===== config.mk =====
export PLATFORM = sky130hd
export DESIGN_NAME = toy_mem_arbiter
export DESIGN_NICKNAME = d
export VERILOG_FILES = /design/src/rtl/toy_arb_pkg.sv /design/src/rtl/toy_arb_pick.sv /design/src/rtl/toy_mem_arbiter.sv
export SDC_FILE = /design/constraint.sdc
export NUM_CORES = 1
export LEC_CHECK = 0
export ABC_AREA = 1
export BUFFER_PORTS_ARGS = -buffer_cell sky130_fd_sc_hd__buf_2
export CORE_MARGIN = 10
export CORE_UTILIZATION = 51
export CTS_CLUSTER_SIZE = 28
export DETAILED_ROUTE_END_ITERATION = 6
export GPL_ROUTABILITY_DRIVEN = 1
export PLACE_DENSITY = 0.83
export SYNTH_ARGS = -nofsm -noshare
export SYNTH_HDL_FRONTEND = slang
export SYNTH_HIERARCHICAL = 1
export SYNTH_SLANG_ARGS = --single-unit

===== constraint.sdc =====
create_clock -name CLK -period 4 [get_ports CLK]
set_input_delay 0.4 -clock CLK [delete_from_list [all_inputs] [get_ports CLK]]
set_output_delay 0.4 -clock CLK [all_outputs]
set_load 0.01 [all_outputs]

===== src/rtl/toy_arb_pkg.sv =====
// Shared types and default parameters for the RISC_TOY fetch/data memory arbiter.
// The optional timeout logic in toy_mem_arbiter is enabled with `define ARB_TIMEOUT_EN.
package toy_arb_pkg;

  typedef enum logic [1:0] {
    IDLE  = 2'd0,
    IBUSY = 2'd1,
    DBUSY = 2'd2
  } arb_state_e;

  typedef enum logic [1:0] {
    OWN_NONE = 2'd0,
    OWN_I    = 2'd1,
    OWN_D    = 2'd2
  } owner_e;

  localparam int DEF_STARVE_MAX = 3;
  localparam int DEF_TIMEOUT    = 15;

  function automatic owner_e state_owner(arb_state_e s);
    case (s)
      IBUSY:   return OWN_I;
      DBUSY:   return OWN_D;
      default: return OWN_NONE;
    endcase
  endfunction

endpackage


===== src/rtl/toy_arb_pick.sv =====
// Priority decision between fetch and data requesters, with the starvation
// counter that forces a fetch grant after a run of data grants.
module toy_arb_pick
  import toy_arb_pkg::*;
#(
  parameter int STARVE_MAX = DEF_STARVE_MAX
) (
  input  logic       CLK,
  input  logic       RSTN,
  input  logic       IREQ,
  input  logic       DREQ,
  input  logic       IVALID,
  input  logic       DVALID,
  input  arb_state_e state,
  output logic       grant_i,
  output logic       grant_d
);

  localparam int CW = $clog2(STARVE_MAX + 1);

  logic [CW-1:0] starve_cnt;
  logic          elig_i;
  logic          elig_d;
  logic          data_first;

  // A port whose VALID is showing this cycle is finishing, not asking again.
  assign elig_i     = IREQ & ~IVALID;
  assign elig_d     = DREQ & ~DVALID;
  assign data_first = starve_cnt < CW'(STARVE_MAX);

  assign grant_d = (state == IDLE) & elig_d & (~elig_i | data_first);
  assign grant_i = (state == IDLE) & elig_i & ~(elig_d & data_first);

  always_ff @(posedge CLK or negedge RSTN) begin
    if (!RSTN) begin
      starve_cnt <= '0;
    end else if (!IREQ || grant_i) begin
      starve_cnt <= '0;
    end else if (grant_d && data_first) begin
      starve_cnt <= starve_cnt + CW'(1);
    end
  end

endmodule


===== src/rtl/toy_mem_arbiter.sv =====
// Shares one single-port memory between the RISC_TOY fetch and data ports.
// Define ARB_TIMEOUT_EN to abort accesses that never see MREADY.
module toy_mem_arbiter
  import toy_arb_pkg::*;
#(
  parameter int AW         = 30,
  parameter int DW         = 32,
  parameter int STARVE_MAX = DEF_STARVE_MAX,
  parameter int TIMEOUT    = DEF_TIMEOUT
) (
  input  logic          CLK,
  input  logic          RSTN,
  input  logic          IREQ,
  input  logic [AW-1:0] IADDR,
  output logic [DW-1:0] IRDATA,
  output logic          IVALID,
  output logic          ISTALL,
  input  logic          DREQ,
  input  logic          DRW,
  input  logic [AW-1:0] DADDR,
  input  logic [DW-1:0] DWDATA,
  output logic [DW-1:0] DRDATA,
  output logic          DVALID,
  output logic          DSTALL,
  output logic          MREQ,
  output logic          MRW,
  output logic [AW-1:0] MADDR,
  output logic [DW-1:0] MWDATA,
  input  logic [DW-1:0] MRDATA,
  input  logic          MREADY,
  output logic          ERR
);

  arb_state_e state_q;
  arb_state_e state_d;
  owner_e     owner;
  logic       grant_i;
  logic       grant_d;
  logic       busy;
  logic       complete;
  logic       timeout;

  assign owner    = state_owner(state_q);
  assign busy     = owner != OWN_NONE;
  assign complete = busy & MREADY;

  assign ISTALL = IREQ & ~IVALID;
  assign DSTALL = DREQ & ~DVALID;

  toy_arb_pick #(
    .STARVE_MAX(STARVE_MAX)
  ) u_pick (
    .CLK    (CLK),
    .RSTN   (RSTN),
    .IREQ   (IREQ),
    .DREQ   (DREQ),
    .IVALID (IVALID),
    .DVALID (DVALID),
    .state  (state_q),
    .grant_i(grant_i),
    .grant_d(grant_d)
  );

`ifdef ARB_TIMEOUT_EN
  localparam int TW = $clog2(TIMEOUT + 1);

  logic [TW-1:0] busy_cnt;

  // busy_cnt holds the number of busy cycles already spent without MREADY.
  assign timeout = busy & ~MREADY & (busy_cnt == TW'(TIMEOUT - 1));

  always_ff @(posedge CLK or negedge RSTN) begin
    if (!RSTN) begin
      busy_cnt <= '0;
      ERR      <= 1'b0;
    end else begin
      if (grant_i || grant_d) begin
        busy_cnt <= '0;
      end else if (busy) begin
        busy_cnt <= busy_cnt + TW'(1);
      end
      if (timeout) begin
        ERR <= 1'b1;
      end
    end
  end
`else
  logic unused_timeout_cfg;

  assign unused_timeout_cfg = ^TIMEOUT;
  assign timeout            = 1'b0;
  assign ERR                = 1'b0;
`endif

  always_ff @(posedge CLK or negedge RSTN) begin
    if (!RSTN) begin
      state_q <= IDLE;
    end else begin
      state_q <= state_d;
    end
  end

  always_comb begin
    state_d = state_q;
    case (state_q)
      IDLE: begin
        if (grant_d) begin
          state_d = DBUSY;
        end else if (grant_i) begin
          state_d = IBUSY;
        end
      end
      IBUSY, DBUSY: begin
        if (complete || timeout) begin
          state_d = IDLE;
        end
      end
      default: state_d = IDLE;
    endcase
  end

  // Memory-side registers plus completion routing; an aborted read returns zero.
  always_ff @(posedge CLK or negedge RSTN) begin
    if (!RSTN) begin
      MREQ   <= 1'b0;
      MRW    <= 1'b0;
      MADDR  <= '0;
      MWDATA <= '0;
      IRDATA <= '0;
      DRDATA <= '0;
      IVALID <= 1'b0;
      DVALID <= 1'b0;
    end else begin
      IVALID <= 1'b0;
      DVALID <= 1'b0;
      if (grant_d) begin
        MREQ   <= 1'b1;
        MRW    <= DRW;
        MADDR  <= DADDR;
        MWDATA <= DWDATA;
      end else if (grant_i) begin
        MREQ  <= 1'b1;
        MRW   <= 1'b0;
        MADDR <= IADDR;
      end else if (complete || timeout) begin
        MREQ <= 1'b0;
      end
      if (complete || timeout) begin
        if (owner == OWN_I) begin
          IVALID <= 1'b1;
          IRDATA <= MREADY ? MRDATA : '0;
        end else begin
          DVALID <= 1'b1;
          if (!MRW) begin
            DRDATA <= MREADY ? MRDATA : '0;
          end
        end
      end
    end
  end

endmodule


==> impl_metrics.csv <==
group,metric,value,unit
worst_setup_path,cp-end-kind,"flop",
synth,synthArstFlopShare,100,%
floorplanning,rows,38,
worst_setup_path,crit_slowest_cell,"nor2_2",
global_route,grt_pass1_wl,28.1,mm
synth,synthTopCellsByArea,"dfrtp_1 (58%), nand2_1 (22%), nand3b_1 (4.2%)",
finish,final_nets,1024,
worst_setup_path,critical_path_class,"reg -> reg",
worst_setup_path,critical_path_buf_inv_count,1,
finish,area_growth,33.2,%
sta,slew_viol_final,0,
worst_setup_path,required,4.32,ns
cts,numCtsBuffers,17,
synth,synth.largest_area_cell,"dfrtp_1",
power_and_ir_drop,power,5.78,mW
sta,fin_crit_sh,60.3,%
hold_path,holdCritPathClass,"in -> async",
worst_setup_path,crit_arrival,2.74,ns
sta,rsz0062_at_grt,"no",
cts,clk_pin_slew,0.06,ns
routing,vias,5140,
cts,hold_buffers,0,
cts,cts_tree,"done",
synth,synth_common_cells,"nand2_1 (333), dfrtp_1 (134), nand3_1 (32), nand3b_1 (32), o21ai_2 (23)",
placement,io_buffers,261,
cts,numClockSinks,134,
synth,syn-cell-area,5740,um2
cts,cts_setup_buffers,0,
synth,synthDistinctLibCells,24,
finish,multi_input_area,2090,um2
cts,clk_path_buf_depth,2,
routing,drt-total-wl,17.6,mm
power_and_ir_drop,p_sw,2.16,mW
sta,clock_skew,0.00974,ns
floorplanning,die_w,126,um
placement,gp_congestion,0.829,
routing,ant_nets,0,
placement,place_ws,1.47,ns
global_route,grt_util_all_layers,21.6,%
routing,drc,0,
power_and_ir_drop,switching_share,37.3,%
placement,dpl.hpwl,13.1,mm
synth,synth.avg_cell_area,8.96,um2
power_and_ir_drop,leakage,4.38,nW
cts,htree_levels,4,
synth,ys_ff_latch,134,
routing,drtIter0Drc,427,
worst_setup_path,crit_path_max_fanout,57,
floorplanning,initial_core_util,52.5,%
cts,ctsResizeCount,0,
worst_setup_path,critPathMaxStageDelay,0.95,ns
floorplanning,dieArea,15900,um2
sta,post-route-min-period,2.41,ns
cts,clk_latency,0.40,ns
routing,firstDrtPassIters,5,
worst_setup_path,critPathLaunchType,"flop",
global_route,grt_overflow_total,0,
synth,yosysTopAreaCellShare,58.4,%
worst_setup_path,crit_chain,"ha_1 -> a31oi_4 -> buf_4 -> nor2_2 -> nand2_1 -> nand3_1",
power_and_ir_drop,ir_drop,0.361,mV
synth,seq_area_frac_synth,58.4,%
flow_run,max_cap_viol_count,0,
synth,synth_nets,774,
power_and_ir_drop,clock_power_share,27.3,%
outcome,outcome,"complete, no violations",
routing,routedWlPerCell,16.8,um
synth,ys_warn_count,6,
floorplanning,die_h,126,um
power_and_ir_drop,comb_power_share,35.0,%
worst_setup_path,crit_family,"simple AND/OR/NAND/NOR gates",
global_route,grt_pass1_vias,5386,
synth,synthMostInstantiatedCell,"nand2_1",
finish,num_antenna_cells,0,
power_and_ir_drop,cellPowerDensity,755,nW/um2
floorplanning,coreArea,10900,um2
finish,regArea,3350,um2
power_and_ir_drop,p_seq_share,37.7,%
floorplanning,ioPinCount,263,
finish,nFillCells,890,
cts,clockRootBuffer,"clkbuf_16",
sta,tns,0,ns
synth,synth_edf_count,0,
sta,fin_ws,1.59,ns
sta,hold_viol_final,0,
synth,ys.flop_type,"dfrtp_1",
global_route,grt_start_max_net_pins,70,
sta,max_freq,415,MHz
sta,max_slew_margin,24.0,%
global_route,antenna_found_initial,0,
routing,viasPerCell,4.93,
power_and_ir_drop,p_int,3.62,mW
sta,setup_viol,0,
synth,synth_cells,641,
finish,post-route-util,70.0,%
finish,drive_above_1_share,37.1,%
sta,tightest_slew,1.14,ns
[logic make-up (layout without fill, tap and decap cells)]
kind of cell	after synthesis	in the layout	synth area share [%]
simple gates	415	415	30.8
other cells	1	1	0.0653
fa+ha+maj	3	3	0.654
buf+inv	54	316	5.58
flops	134	134	58.4
compound gates	34	34	4.55
[sequential cells by signal, summed over array words and instances (netlist names)]
register / count
DRDATA: 32
DVALID: 1
IRDATA: 32
IVALID: 1
MADDR: 30
MREQ: 1
MRW: 1
MWDATA: 32
state_q: 2
u_pick/starve_cnt: 2
[power by group through the flow]
stage               Combinational [mW]  Clock [mW]  Sequential (mW)
global placement                  2.01           0             2.17
global route                      2.27        1.67             2.24
floorplan                        0.935           0             2.41
CTS                               2.07        1.60             2.18
finish                            2.02        1.58             2.18
detailed placement                2.07           0             2.18
[layout by cell type (no fill, tap or decap), types with 4 or more instances in the layout]
cell type,instances
o21ai_0,5
nand2_1,333
nor2_2,4
buf_4,7
buf_2,260
clkbuf_16,17
dfrtp_1,134
nand3_1,32
inv_1,16
nor2_1,4
nand3b_1,32
o21ai_2,23
o21ai_1,4
[cell type report]
class	instances	share of cell area (%)
repair buffers	268	18.0
clock buffers	19	5.79
well taps	140	2.29
inverters	17	0.834
flip-flops and latches	134	43.8
multi-input cells	453	27.3
clock inverters	12	2.01
[worst register-to-register path, stage by stage, from the launching register on]
cell,delay (ns)
dfrtp_1,0.37
ha_1,0.21
a31oi_4,0.16
buf_4,0.34
nor2_2,0.99
nand2_1,0.13
nand3_1,0.13
[through the flow]
stage	hold slack, ns	area, um2	std cells
after floorplan	0.104	5740	641
after global placement	0.448	7060	1012
after detailed placement	0.453	7060	1012
after CTS	0.137	7650	1043
after global routing	0.169	7650	1043
final	0.107	7650	1043
[final timing paths]
check | start | end | slack (ns) | cells past startpoint
max in group asynchronous | RSTN | u_pick/starve_cnt[1]$_DFFE_PN0P_ | 3.04 | 2
min | RSTN | DRDATA[0]$_DFFE_PN0P_ | 0.11 | 1
max reg2reg | u_pick/starve_cnt[0]$_DFFE_PN0P_ | MADDR[1]$_DFFE_PN0P_ | 1.59 | 6
min reg2reg | DRDATA[0]$_DFFE_PN0P_ | DRDATA[0]$_DFFE_PN0P_ | 0.47 | 2
min in group CLK | DWDATA[2] | MWDATA[2]$_DFFE_PN0P_ | 0.20 | 3
max | u_pick/starve_cnt[0]$_DFFE_PN0P_ | MADDR[1]$_DFFE_PN0P_ | 1.59 | 6
[layer usage]
layer | global-route usage, % | up-vias | routed length (um)
met5 | 0 | - | 0
met4 | 4.35 | 0 | 153
met3 | 10.9 | 12 | 1940
met2 | 35.9 | 219 | 8600
met1 | 24.5 | 2408 | 6860
li1 | - | 2501 | -
No activity file was read; power rests on OpenSTA's default activity.
